==> src/rtl/lane_frame_scheduler.sv <==
// lane_frame_scheduler
//
// Frame-level sequencer for the lane display datapath. For every frame it
// walks lanes 0..NUM_LANES-1, running the erase engine over each lane's bar
// at the current scroll offset and then the draw engine one line lower. It
// muxes the active engine's pixel stream onto the single VGA write port. It
// owns the scroll offset and the per-lane content codes. When the offset
// wraps, a new code enters at lane 0 and every lane code moves up one lane.
//
// Optional feature macro: LANE_SKIP_EN. When it is defined, a phase whose
// lane code is 0 skips its engine and lasts exactly one cycle.
//
// Ports:
//   clk, reset                  clock; asynchronous active-high reset
//   frame_go / frame_done       render request / one-cycle end-of-frame pulse
//   new_row                     lane code shifted into lane 0 on offset wrap
//   row_advance                 pulses with frame_done when the offset wrapped
//   eng_lane/eng_val/eng_offset lane id, code and offset shared by both engines
//   erase_go/erase_done/x/y     erase engine handshake and pixel stream
//   draw_go/draw_done/x/y/c     draw engine handshake and pixel stream
//   x_out/y_out/c_out/plot      VGA write port
//   busy                        high in every state except IDLE
module lane_frame_scheduler #(
    parameter int         NUM_LANES  = 4,
    parameter int         OFFSET_MAX = 39,
    parameter logic [2:0] DRAW_COLOR = 3'b111
) (
    input  logic       clk,
    input  logic       reset,
    input  logic       frame_go,
    input  logic [2:0] new_row,
    output logic [3:0] eng_lane,
    output logic [2:0] eng_val,
    output logic [5:0] eng_offset,
    output logic       erase_go,
    input  logic       erase_done,
    input  logic [8:0] erase_x,
    input  logic [7:0] erase_y,
    output logic       draw_go,
    input  logic       draw_done,
    input  logic [8:0] draw_x,
    input  logic [7:0] draw_y,
    input  logic       draw_c,
    output logic [8:0] x_out,
    output logic [7:0] y_out,
    output logic [2:0] c_out,
    output logic       plot,
    output logic       busy,
    output logic       frame_done,
    output logic       row_advance
);

    typedef enum logic [2:0] {
        S_IDLE, S_ERASE, S_ERASE_GAP, S_DRAW, S_DRAW_GAP, S_FINISH
    } state_t;

    state_t     state_q, state_d;
    logic [3:0] lane_q, lane_d;
    logic [5:0] offset_q, offset_d;
    logic [2:0] lane_reg_q [0:NUM_LANES-1];
    logic [2:0] lane_reg_d [0:NUM_LANES-1];

    // Eight-entry read view so a 3-bit lane index never runs off the array;
    // lanes beyond NUM_LANES read as an empty code.
    logic [2:0] lane_rd [0:7];

    genvar gi;
    generate
        for (gi = 0; gi < 8; gi++) begin : g_lane_rd
            if (gi < NUM_LANES) begin : g_used
                assign lane_rd[gi] = lane_reg_q[gi];
            end else begin : g_unused
                assign lane_rd[gi] = 3'd0;
            end
        end
    endgenerate

    logic       wrap;
    logic [5:0] next_off;
    logic [2:0] cur_val;
    logic [2:0] shift_val;
    logic [2:0] draw_val;
    logic       erase_skip;
    logic       draw_skip;

    assign wrap      = (offset_q == 6'(OFFSET_MAX));
    assign next_off  = wrap ? 6'd0 : offset_q + 6'd1;
    assign cur_val   = lane_rd[lane_q[2:0]];
    // On the wrapping frame the redraw already shows the post-shift contents,
    // even though the shift itself is only committed in FINISH.
    assign shift_val = (lane_q == 4'd0) ? new_row : lane_rd[lane_q[2:0] - 3'd1];
    assign draw_val  = wrap ? shift_val : cur_val;

`ifdef LANE_SKIP_EN
    assign erase_skip = (cur_val == 3'd0);
    assign draw_skip  = (draw_val == 3'd0);
`else
    assign erase_skip = 1'b0;
    assign draw_skip  = 1'b0;
`endif

    always_ff @(posedge clk or posedge reset) begin
        if (reset) begin
            state_q  <= S_IDLE;
            lane_q   <= 4'd0;
            offset_q <= 6'd0;
            for (int i = 0; i < NUM_LANES; i++) begin
                lane_reg_q[i] <= 3'd0;
            end
        end else begin
            state_q  <= state_d;
            lane_q   <= lane_d;
            offset_q <= offset_d;
            for (int i = 0; i < NUM_LANES; i++) begin
                lane_reg_q[i] <= lane_reg_d[i];
            end
        end
    end

    always_comb begin
        state_d     = state_q;
        lane_d      = lane_q;
        offset_d    = offset_q;
        for (int i = 0; i < NUM_LANES; i++) begin
            lane_reg_d[i] = lane_reg_q[i];
        end
        eng_lane    = lane_q;
        eng_val     = cur_val;
        eng_offset  = offset_q;
        erase_go    = 1'b0;
        draw_go     = 1'b0;
        x_out       = 9'd0;
        y_out       = 8'd0;
        c_out       = 3'd0;
        plot        = 1'b0;
        busy        = (state_q != S_IDLE);
        frame_done  = 1'b0;
        row_advance = 1'b0;

        case (state_q)
            S_IDLE: begin
                if (frame_go) begin
                    lane_d  = 4'd0;
                    state_d = S_ERASE;
                end
            end
            S_ERASE: begin
                if (erase_skip) begin
                    state_d = S_ERASE_GAP;
                end else begin
                    erase_go = 1'b1;
                    plot     = !erase_done;
                    x_out    = erase_x;
                    y_out    = erase_y;
                    if (erase_done) begin
                        state_d = S_ERASE_GAP;
                    end
                end
            end
            S_ERASE_GAP: begin
                // Go low for a cycle so the engine sees a fresh start.
                state_d = S_DRAW;
            end
            S_DRAW: begin
                eng_val    = draw_val;
                eng_offset = next_off;
                if (draw_skip) begin
                    state_d = S_DRAW_GAP;
                end else begin
                    draw_go = 1'b1;
                    plot    = !draw_done;
                    x_out   = draw_x;
                    y_out   = draw_y;
                    c_out   = draw_c ? DRAW_COLOR : 3'b000;
                    if (draw_done) begin
                        state_d = S_DRAW_GAP;
                    end
                end
            end
            S_DRAW_GAP: begin
                if (lane_q == 4'(NUM_LANES - 1)) begin
                    state_d = S_FINISH;
                end else begin
                    lane_d  = lane_q + 4'd1;
                    state_d = S_ERASE;
                end
            end
            S_FINISH: begin
                frame_done = 1'b1;
                offset_d   = next_off;
                if (wrap) begin
                    row_advance   = 1'b1;
                    lane_reg_d[0] = new_row;
                    for (int i = 1; i < NUM_LANES; i++) begin
                        lane_reg_d[i] = lane_reg_q[i-1];
                    end
                end
                state_d = S_IDLE;
            end
            default: begin
                state_d = S_IDLE;
            end
        endcase
    end

endmodule

==> config.mk <==
export PLATFORM = sky130hd
export DESIGN_NAME = lane_frame_scheduler
export DESIGN_NICKNAME = d
export VERILOG_FILES = /design/src/rtl/lane_frame_scheduler.sv
export SDC_FILE = /design/constraint.sdc
export NUM_CORES = 1
export LEC_CHECK = 0
export ABC_AREA = 1
export BUFFER_PORTS_ARGS = -buffer_cell sky130_fd_sc_hd__buf_4
export CAP_MARGIN = 20
export CORE_ASPECT_RATIO = 0.5
export CORE_MARGIN = 5
export CORE_UTILIZATION = 25
export DETAILED_ROUTE_END_ITERATION = 6
export GPL_TIMING_DRIVEN = 0
export PLACE_DENSITY = 0.57
export SETUP_SLACK_MARGIN = 0.4
export SLEW_MARGIN = 20
export SYNTH_ARGS = -nofsm -noshare
export SYNTH_HDL_FRONTEND = slang
export SYNTH_SLANG_ARGS = --single-unit
==> constraint.sdc <==
create_clock -name clk -period 1.9 [get_ports clk]
set_clock_uncertainty 0.05 [all_clocks]
set_input_delay 0.095 -clock clk [delete_from_list [all_inputs] [get_ports clk]]
set_output_delay 0.095 -clock clk [all_outputs]
set_load 0.01 [all_outputs]
==> results of run 1 <==
==> critical path: cells and delay by family (launching register included) <==
family	cells	cell delay (ns)
fa+ha+maj	1	0.21
flops	1	0.38
simple gates	6	0.34
buf+inv	5	0.48
==> sequential cells by signal (all words and copies together) (netlist names) <==
| signal | cells |
|---|---|
| eng_lane | 4 |
| lane_rd | 12 |
| offset_q | 6 |
| state_q | 3 |
==> kinds of logic (layout without fill, tap and decap cells) <==
family | count (synthesis) | in the layout | synth area share (%)
adders and majority gates | 4 | 4 | 2.70
AOI/OAI and AO/OA | 54 | 54 | 21.2
and+or+nand+nor | 129 | 129 | 29.7
DFF | 25 | 25 | 33.8
buffers and inverters | 53 | 191 | 12.1
xor gates and xnor gates | 1 | 1 | 0.473
==> metal layers <==
metal  track usage (%)  part of all wire (%)
met5                 0                     0
met4              3.19                   1.3
met3              3.41                   4.8
met2              24.0                    49
met1              18.9                    44
==> cell usage in the layout (no fill, tap or decap), types with 7 or more instances in the layout <==
master and n:
dfrtp_1 19, nand2_1 71, inv_1 25, o21ai_2 14, nand2_2 15, o21ai_0 7
nand3_1 12, buf_6 61, buf_4 76, a22o_1 17
==> what timing repair did <==
item                                    in CTS  in global routing
setup buffers                               34                 10
hold endpoints to repair                     0                 12
gates cloned                                 7                  0
resized for setup                           86                 86
endpoints found under the setup margin      48                 56
pin swaps                                   16                 32
hold buffers                                 0                  1
==> per-stage QoR <==
stage / hold WS, ns / util [%] / TNS, ns / power, mW / cells
finish: -0.00479 / 50.5 / 0 / 4.51 / 500
global placement: 0.269 / 36.3 / 0 / 2.56 / 443
detailed placement: 0.277 / 36.3 / 0 / 2.57 / 443
floorplan: 0.0723 / - / 0 / 1.77 / 266
global route: 0.0157 / 50.5 / -0.145 / 4.79 / 500
CTS: 0.00284 / 45.3 / 0 / 3.90 / 488
==> power breakdown <==
group	switching [mW]	internal (mW)	total, mW
clock	0.214	0.287	0.500
combinational	1.45	1.82	3.27
sequential	0.126	0.609	0.735
total	1.79	2.72	4.51
==> path summary, 6_finish.rpt <==
kind | endpoint
min | lane_rd[23]
max reg2reg | lane_rd[20]
max in group asynchronous | eng_lane[2]
min reg2reg | lane_rd[14]
min in group asynchronous | lane_rd[13]
max | eng_val[0]
==> cell type report <==
| type | instances | area share, % |
|---|---|---|
| Buffer | 12 | 3.99 |
| Clock buffer | 3 | 2.05 |
| Clock inverter | 1 | 0.205 |
| Inverter | 41 | 5.11 |
| Multi-Input combinational cell | 188 | 34.4 |
| Sequential cell | 25 | 17.3 |
| Tap cell | 96 | 3.27 |
| Timing Repair Buffer | 133 | 33.5 |
| Timing Repair inverter | 1 | 0.205 |
==> impl_metrics.ini, run 1 <==
[drt]
postRouteAntennaNets = 0
drt-pass1-iter-count = 4
drc = 0
viasPerCell = 4.45
drt_iter0_markers = 171
vias = 2224
routed_wl_um = 6960
wl_per_cell_um = 13.9

[sta]
max_slew_margin_pct = 67.2
rsz0062_at_grt = yes
finalCritPeriodShare_pct = 96.8
setup_viol = 0
fmax_ghz = 0.544
hold_violations = 1
hold_ws_ns = -0.00479
fin_crit_ns = 1.84
final_max_slew_viol_count = 0
setup_ws_ns = 0.0603
tightestPinTransition_ns = 0.489

[cts]
clkSlewWorstSetupHoldPaths_ns = 0.07
cts-root-buf = clkbuf_16
htree_num_levels = 1
cts_max_path_buffers = 2
cts.sinks = 25
worst_skew_pair.late_latency_ns = 0.27
numCtsBuffers = 3
cts_tree = built

[critical_path]
crit_start = eng_lane[1]
timing.rr.start = offset_q[1]
path_class = flop to primary output
end_kind = primary output
max_stage_delay_ns = 0.38
start_kind = flop
reg2reg_depth = 10
arrival_ns = 1.69
crit_chain = clkbuf_8, buf_8, inv_6, ha_4, inv_4, nand3_1, nand2_1, nand2_1, nand2_1, nand2_1, nand2_2, buf_4
cp.required_ns = 1.75
cp_common_cell = nand2_1
rrSetupSlack_ns = 0.18
slowest_stage = dfrtp_1
crit_fanout = 5

[final_layout]
layout-area-overhead-vs-synth_pct = 98.2
final_area_um2 = 3670
n_antenna_cell = 0
final_nets = 452
drive_gt1_share_pct = 56.4
seqCellArea_um2 = 633
multi_input_area_um2 = 1260
fillers = 689

[synthesis]
synthArstFlopShare_pct = 100
synth-edff-count = 0
synth_most_common_cell = nand2_1
synth.distinct_cells = 26
ys_warn_count = 0
ys_ff_latch = 25
ys_top_cells_by_area = dfrtp_1, nand2_1, a22o_1, inv_1, o21ai_0
synthFlopType = dfrtp_1
syn_nets = 313
yosysSeqAreaShare_pct = 33.8
synth_top_area_share_pct = 33.8
mappedNetlistArea_um2 = 1850
syn-instance-count = 266
synth_top_area_cell = dfrtp_1
syn_area_per_cell_um2 = 6.96
synth_common_cells = nand2_1, inv_1, dfrtp_1, o21ai_0

[die]
io_pins = 82
dieHeight_um = 70.9
rows = 22
die_area_um2 = 9330
die_w_um = 132
coreArea_um2 = 7270
start_util_pct = 25.5

[power]
p_per_area_nw_per_um2 = 1230
leakage_nw = 1.82
peakVddDrop_v = 0.000575

[min_path]
hold_path.class = input pin to flop
hold_depth = 3
hp-start = new_row[2]

[flow_run]
cap_violations = 0

[grt]
antenna_found_initial = 0
grt_start_max_net_pins = 26
grt-ovfl-total = 0
grt.total_usage_pct = 14.3
grt_pass1_vias = 2265
grt_pass1_wl_um = 11200

[placed_design]
place_hpwl_um = 4360
dp_worst_setup_slack_ns = 0.0259
numPortBuffers = 81
gp_congestion = 0.837
postPlaceCellArea_um2 = 2640

[status]
status = finished, violations left
violations = negative hold slack
Note: power is estimated with default switching activity, not from simulation.
==> run 2, diff against run 1 <==
--- a/config.mk
+++ b/config.mk
@@ -13,7 +13,7 @@
 export CORE_UTILIZATION = 25
 export DETAILED_ROUTE_END_ITERATION = 6
 export GPL_TIMING_DRIVEN = 0
-export PLACE_DENSITY = 0.57
+export PLACE_DENSITY = 0.51
 export SETUP_SLACK_MARGIN = 0.4
 export SLEW_MARGIN = 20
 export SYNTH_ARGS = -nofsm -noshare
==> impl_metrics.ini, run 2 (synthesis gave the netlist of run 1 again) <==
[critical_path]
end_kind = primary output
arrival_ns = 1.70
max_stage_delay_ns = 0.39
start_kind = flop
crit_chain = clkbuf_8, buf_8, inv_6, ha_4, inv_4, nand3_2, nand2_1, nand2_1, nand2_1, nand2_2, nand2_2, buf_6
slowest_stage = dfrtp_1
cp_common_cell = nand2_1
cp.required_ns = 1.75
path_class = flop to primary output
crit_family = buffers and inverters
worst-path-buf-inv = 5
crit_fanout = 5

[sta]
tightestPinTransition_ns = 0.569
max_slew_margin_pct = 62.0
finalCritPeriodShare_pct = 97.3
setup_ws_ns = 0.0509
tns_ns = 0
hold_violations = 0
hold_ws_ns = 0.00169
final_max_slew_viol_count = 0
setup_viol = 0
rsz0062_at_grt = yes
fmax_ghz = 0.541
fin_crit_ns = 1.85

[power]
peakVddDrop_v = 0.000626
p_per_area_nw_per_um2 = 1240
leakage_nw = 1.87

[flow_run]
cap_violations = 0

[cts]
cts-root-buf = clkbuf_16
worst_skew_pair.late_latency_ns = 0.26
htree_num_levels = 1
cts_tree = built
numCtsBuffers = 3
cts.sinks = 25
clkSlewWorstSetupHoldPaths_ns = 0.07
cts_max_path_buffers = 2

[drt]
routed_wl_um = 7170
postRouteAntennaNets = 0
vias = 2348
drt-pass1-iter-count = 4
drc = 0
drt_iter0_markers = 101
viasPerCell = 4.67
wl_per_cell_um = 14.3

[placed_design]
place_hpwl_um = 4560
place_inst = 443
numPortBuffers = 81
dp_worst_setup_slack_ns = 0.102
gp_congestion = 0.788

[final_layout]
final_cells = 503
final_nets = 455
fillers = 651
mostFrequentLayoutCells = buf_4, buf_6, nand2_1, inv_1, dfrtp_1
largest_reg_flops = 12
seqCellArea_um2 = 629
layout-area-overhead-vs-synth_pct = 102
layout.cells.most_common = buf_4
multi_input_area_um2 = 1310
n_antenna_cell = 0
drive_gt1_share_pct = 58.7

[grt]
grtUsageMet3_pct = 1.63
grt.total_usage_pct = 13.7
grt_use_met1_pct = 16.2
grt_pass1_vias = 2321
grt.met2_usage_pct = 26.6
grt_start_max_net_pins = 26
grt-ovfl-total = 0
antenna_found_initial = 0
grt_pass1_wl_um = 10900
grt-busiest-layer = met2

[die]
die_w_um = 132
rows = 22
start_util_pct = 25.5
dieHeight_um = 70.9
io_pins = 82
coreArea_um2 = 7270
die_area_um2 = 9330

[status]
status = finished, final reports clean

[min_path]
hold_path.class = input pin to flop
## run 2: cell types whose count changed in the layout (fill, tap and decap cells not counted), sizes merged
cell and change:
buf +2, clkbuf +1, clkinv +1, clkinvlp -1
## run 2: area by class of cell
type | instances | share of cell area [%]
Clock inverter | 1 | 0.134
Tap cell | 96 | 3.21
Sequential cell | 25 | 16.8
Inverter | 41 | 4.81
Multi-Input combinational cell | 188 | 34.8
Timing Repair inverter | 1 | 0.200
Buffer | 12 | 3.91
Clock buffer | 3 | 2.00
Timing Repair Buffer | 136 | 34.1
## run 2: what timing repair did
item,in CTS,in global routing
hold buffers,0,1
endpoints found under the setup margin,48,58
resized for setup,88,96
gates cloned,5,2
setup buffers,30,18
endpoints found under the hold margin,0,25
pin swaps,18,29
## run 2: path summary, 6_finish.rpt
kind | slack (ns) | start | end | depth (start not counted)
hold / removal | 0.002 | new_row[2] | lane_rd[23] | 3
setup / recovery | 0.05 | eng_lane[1] | eng_val[0] | 12
hold reg to reg | 0.44 | lane_rd[16] | lane_rd[16] | 2
max in group asynchronous | 1.00 | reset | offset_q[0] | 3
min in group asynchronous | 0.39 | reset | eng_lane[3] | 3
setup reg to reg | 0.20 | state_q[2] | offset_q[5] | 9
## run 2: tightest hold or removal path, cell delays in order
cell,delay [ns]
buf_4,0.09
nand2_1,0.04
o21ai_0,0.05
## run 2: metrics by stage
step	cell area, um2	power [mW]	utilization (%)
5_1_grt	3750	4.91	51.6
2_1_floorplan	1910	1.77	-
3_3_place_gp	2640	2.56	36.3
6_report	3750	4.65	51.6
4_1_cts	3260	3.85	44.9
3_5_place_dp	2640	2.60	36.3
## run 2: report_power, final
part           total, mW  internal [mW]  switching, mW
Combinational       3.46           1.92           1.54
Clock              0.488          0.284          0.204
Sequential         0.704          0.605         0.0980
## run 2: routing by layer
metal  vias to the layer above  share of wire (%)
li1                       1149                  -
met1                      1130                 43
met2                        61                 52
met3                         8                3.8
met4                         0                1.1
met5                         -                  0
==> run 3, diff against run 2 <==
--- a/config.mk
+++ b/config.mk
@@ -19,3 +19,4 @@
 export SYNTH_ARGS = -nofsm -noshare
 export SYNTH_HDL_FRONTEND = slang
 export SYNTH_SLANG_ARGS = --single-unit
+export TNS_END_PERCENT = 30
==> constraint.sdc (replaced) <==
create_clock -name clk -period 2.4 [get_ports clk]
set_clock_uncertainty 0.05 [all_clocks]
set_input_delay 0.12 -clock clk [delete_from_list [all_inputs] [get_ports clk]]
set_output_delay 0.12 -clock clk [all_outputs]
set_load 0.01 [all_outputs]
==> impl_metrics.ini, run 3 (synthesis gave the netlist of run 1 again) <==
[status]
status = finished, final reports clean

[placed_design]
gp_congestion = 0.827
place_hpwl_um = 4550
postPlaceCellArea_um2 = 2580
place_inst = 443
numPortBuffers = 81
dp_worst_setup_slack_ns = 0.170

[cts]
cts_max_path_buffers = 2
clkSlewWorstSetupHoldPaths_ns = 0.07
cts-root-buf = clkbuf_16
numCtsBuffers = 3
cts.sinks = 25
worst_skew_pair.late_latency_ns = 0.27
cts_tree = built
htree_num_levels = 1

[drt]
wl_per_cell_um = 12.6
viasPerCell = 4.43
dr.max_layer_used = met4
postRouteAntennaNets = 0
drt_iter0_markers = 96
drc = 0
drt-pass1-iter-count = 4
routed_wl_um = 5800
dr_wl_met2_um = 3010
wl_met1_um = 2580
vias = 2035
met3_length_um = 160

[final_layout]
n_antenna_cell = 0
final_area_um2 = 2870
fillers = 742
mostFrequentLayoutCells = buf_4, nand2_1, inv_1, dfrtp_1, o21ai_0
final_nets = 411
multi_input_area_um2 = 1070
final_cells = 459
largest_reg_flops = 12
drive_gt1_share_pct = 38.6
layout-area-overhead-vs-synth_pct = 55.1
layout.cells.most_common = buf_4
seqCellArea_um2 = 628

[critical_path]
arrival_ns = 1.78
cp.required_ns = 2.23
end_kind = primary output
slowest_stage = dfrtp_1
crit_fanout = 5
max_stage_delay_ns = 0.36
start_kind = flop
crit_start = eng_lane[1]
path_class = flop to primary output
timing.rr.start = offset_q[0]
crit_chain = clkbuf_8, buf_12, clkinv_8, ha_4, inv_4, nand3_1, nand2_1, nand2_1, nand2_1, nand2_1, nand2_1, buf_4
cp_common_cell = nand2_1

[min_path]
hold_path.class = input pin to flop
hp-start = new_row[0]

[flow_run]
cap_violations = 0

[grt]
grt_pass1_vias = 1983
grt_pass1_wl_um = 9480
antenna_found_initial = 0
grt.total_usage_pct = 12.0
grt_start_max_net_pins = 26
grt-ovfl-total = 0

[sta]
hold_violations = 0
fmax_ghz = 0.514
setup_ws_ns = 0.455
max_slew_margin_pct = 62.0
final_max_slew_viol_count = 0
tightestPinTransition_ns = 0.569
fin_crit_ns = 1.95
finalCritPeriodShare_pct = 81.1
tns_ns = 0
rsz0062_at_grt = yes
setup_viol = 0

[die]
die_w_um = 132
coreArea_um2 = 7270
dieHeight_um = 70.9
die_area_um2 = 9330
rows = 22
io_pins = 82
start_util_pct = 25.5

[power]
peakVddDrop_v = 0.000312
power_mw = 2.51
leakage_nw = 1.52
p_per_area_nw_per_um2 = 872
## run 3: final cells by class
cell class                      count  share of cell area [%]
Timing Repair Buffer               93                    24.5
Sequential cell                    25                    21.9
Tap cell                           96                    4.18
Clock inverter                      1                   0.261
Inverter                           41                    5.88
Multi-Input combinational cell    188                    37.2
Buffer                             12                    3.53
Clock buffer                        3                    2.61
## run 3: path summary, 6_finish.rpt
check	to	slack [ns]	cells after the start
min in group asynchronous	state_q[2]	0.41	3
max reg2reg	lane_rd[12]	0.86	7
max in group asynchronous	offset_q[0]	1.47	3
max	eng_val[2]	0.45	12
min reg2reg	lane_rd[16]	0.44	2
min	lane_rd[21]	0.02	3
## run 3: stage by stage
step | hold slack (ns) | util (%)
after global placement | 0.298 | 35.5
after detailed placement | 0.300 | 35.5
after CTS | 0.0221 | 37.5
after floorplan | 0.0973 | -
after global routing | 0.0255 | 39.5
final | 0.0222 | 39.5
## run 3: metal layers
layer	track usage [%]	vias to the layer above
met5	0	-
met1	15.3	934
met3	1.35	4
li1	-	1059
met4	2.51	0
met2	22.0	38
## run 3: what timing repair did
| action | CTS | global route |
|---|---|---|
| resized for setup | 17 | 19 |
| pin swaps | 1 | 9 |
| setup endpoints to repair | 6 | 4 |
| buffers inserted | 2 | 9 |
| hold buffers | 0 | 1 |
| hold endpoints to repair | 0 | 25 |
## run 3: critical path, delay by kind of cell, from the launching register on
family / cells / cell delay, ns
adders and majority gates: 1 / 0.30
DFF: 1 / 0.36
buffers and inverters: 5 / 0.50
and+or+nand+nor: 6 / 0.37
## run 3: where the power goes
part | switching [mW] | internal (mW)
combinational | 0.804 | 0.752
clock | 0.164 | 0.227
sequential | 0.0805 | 0.478
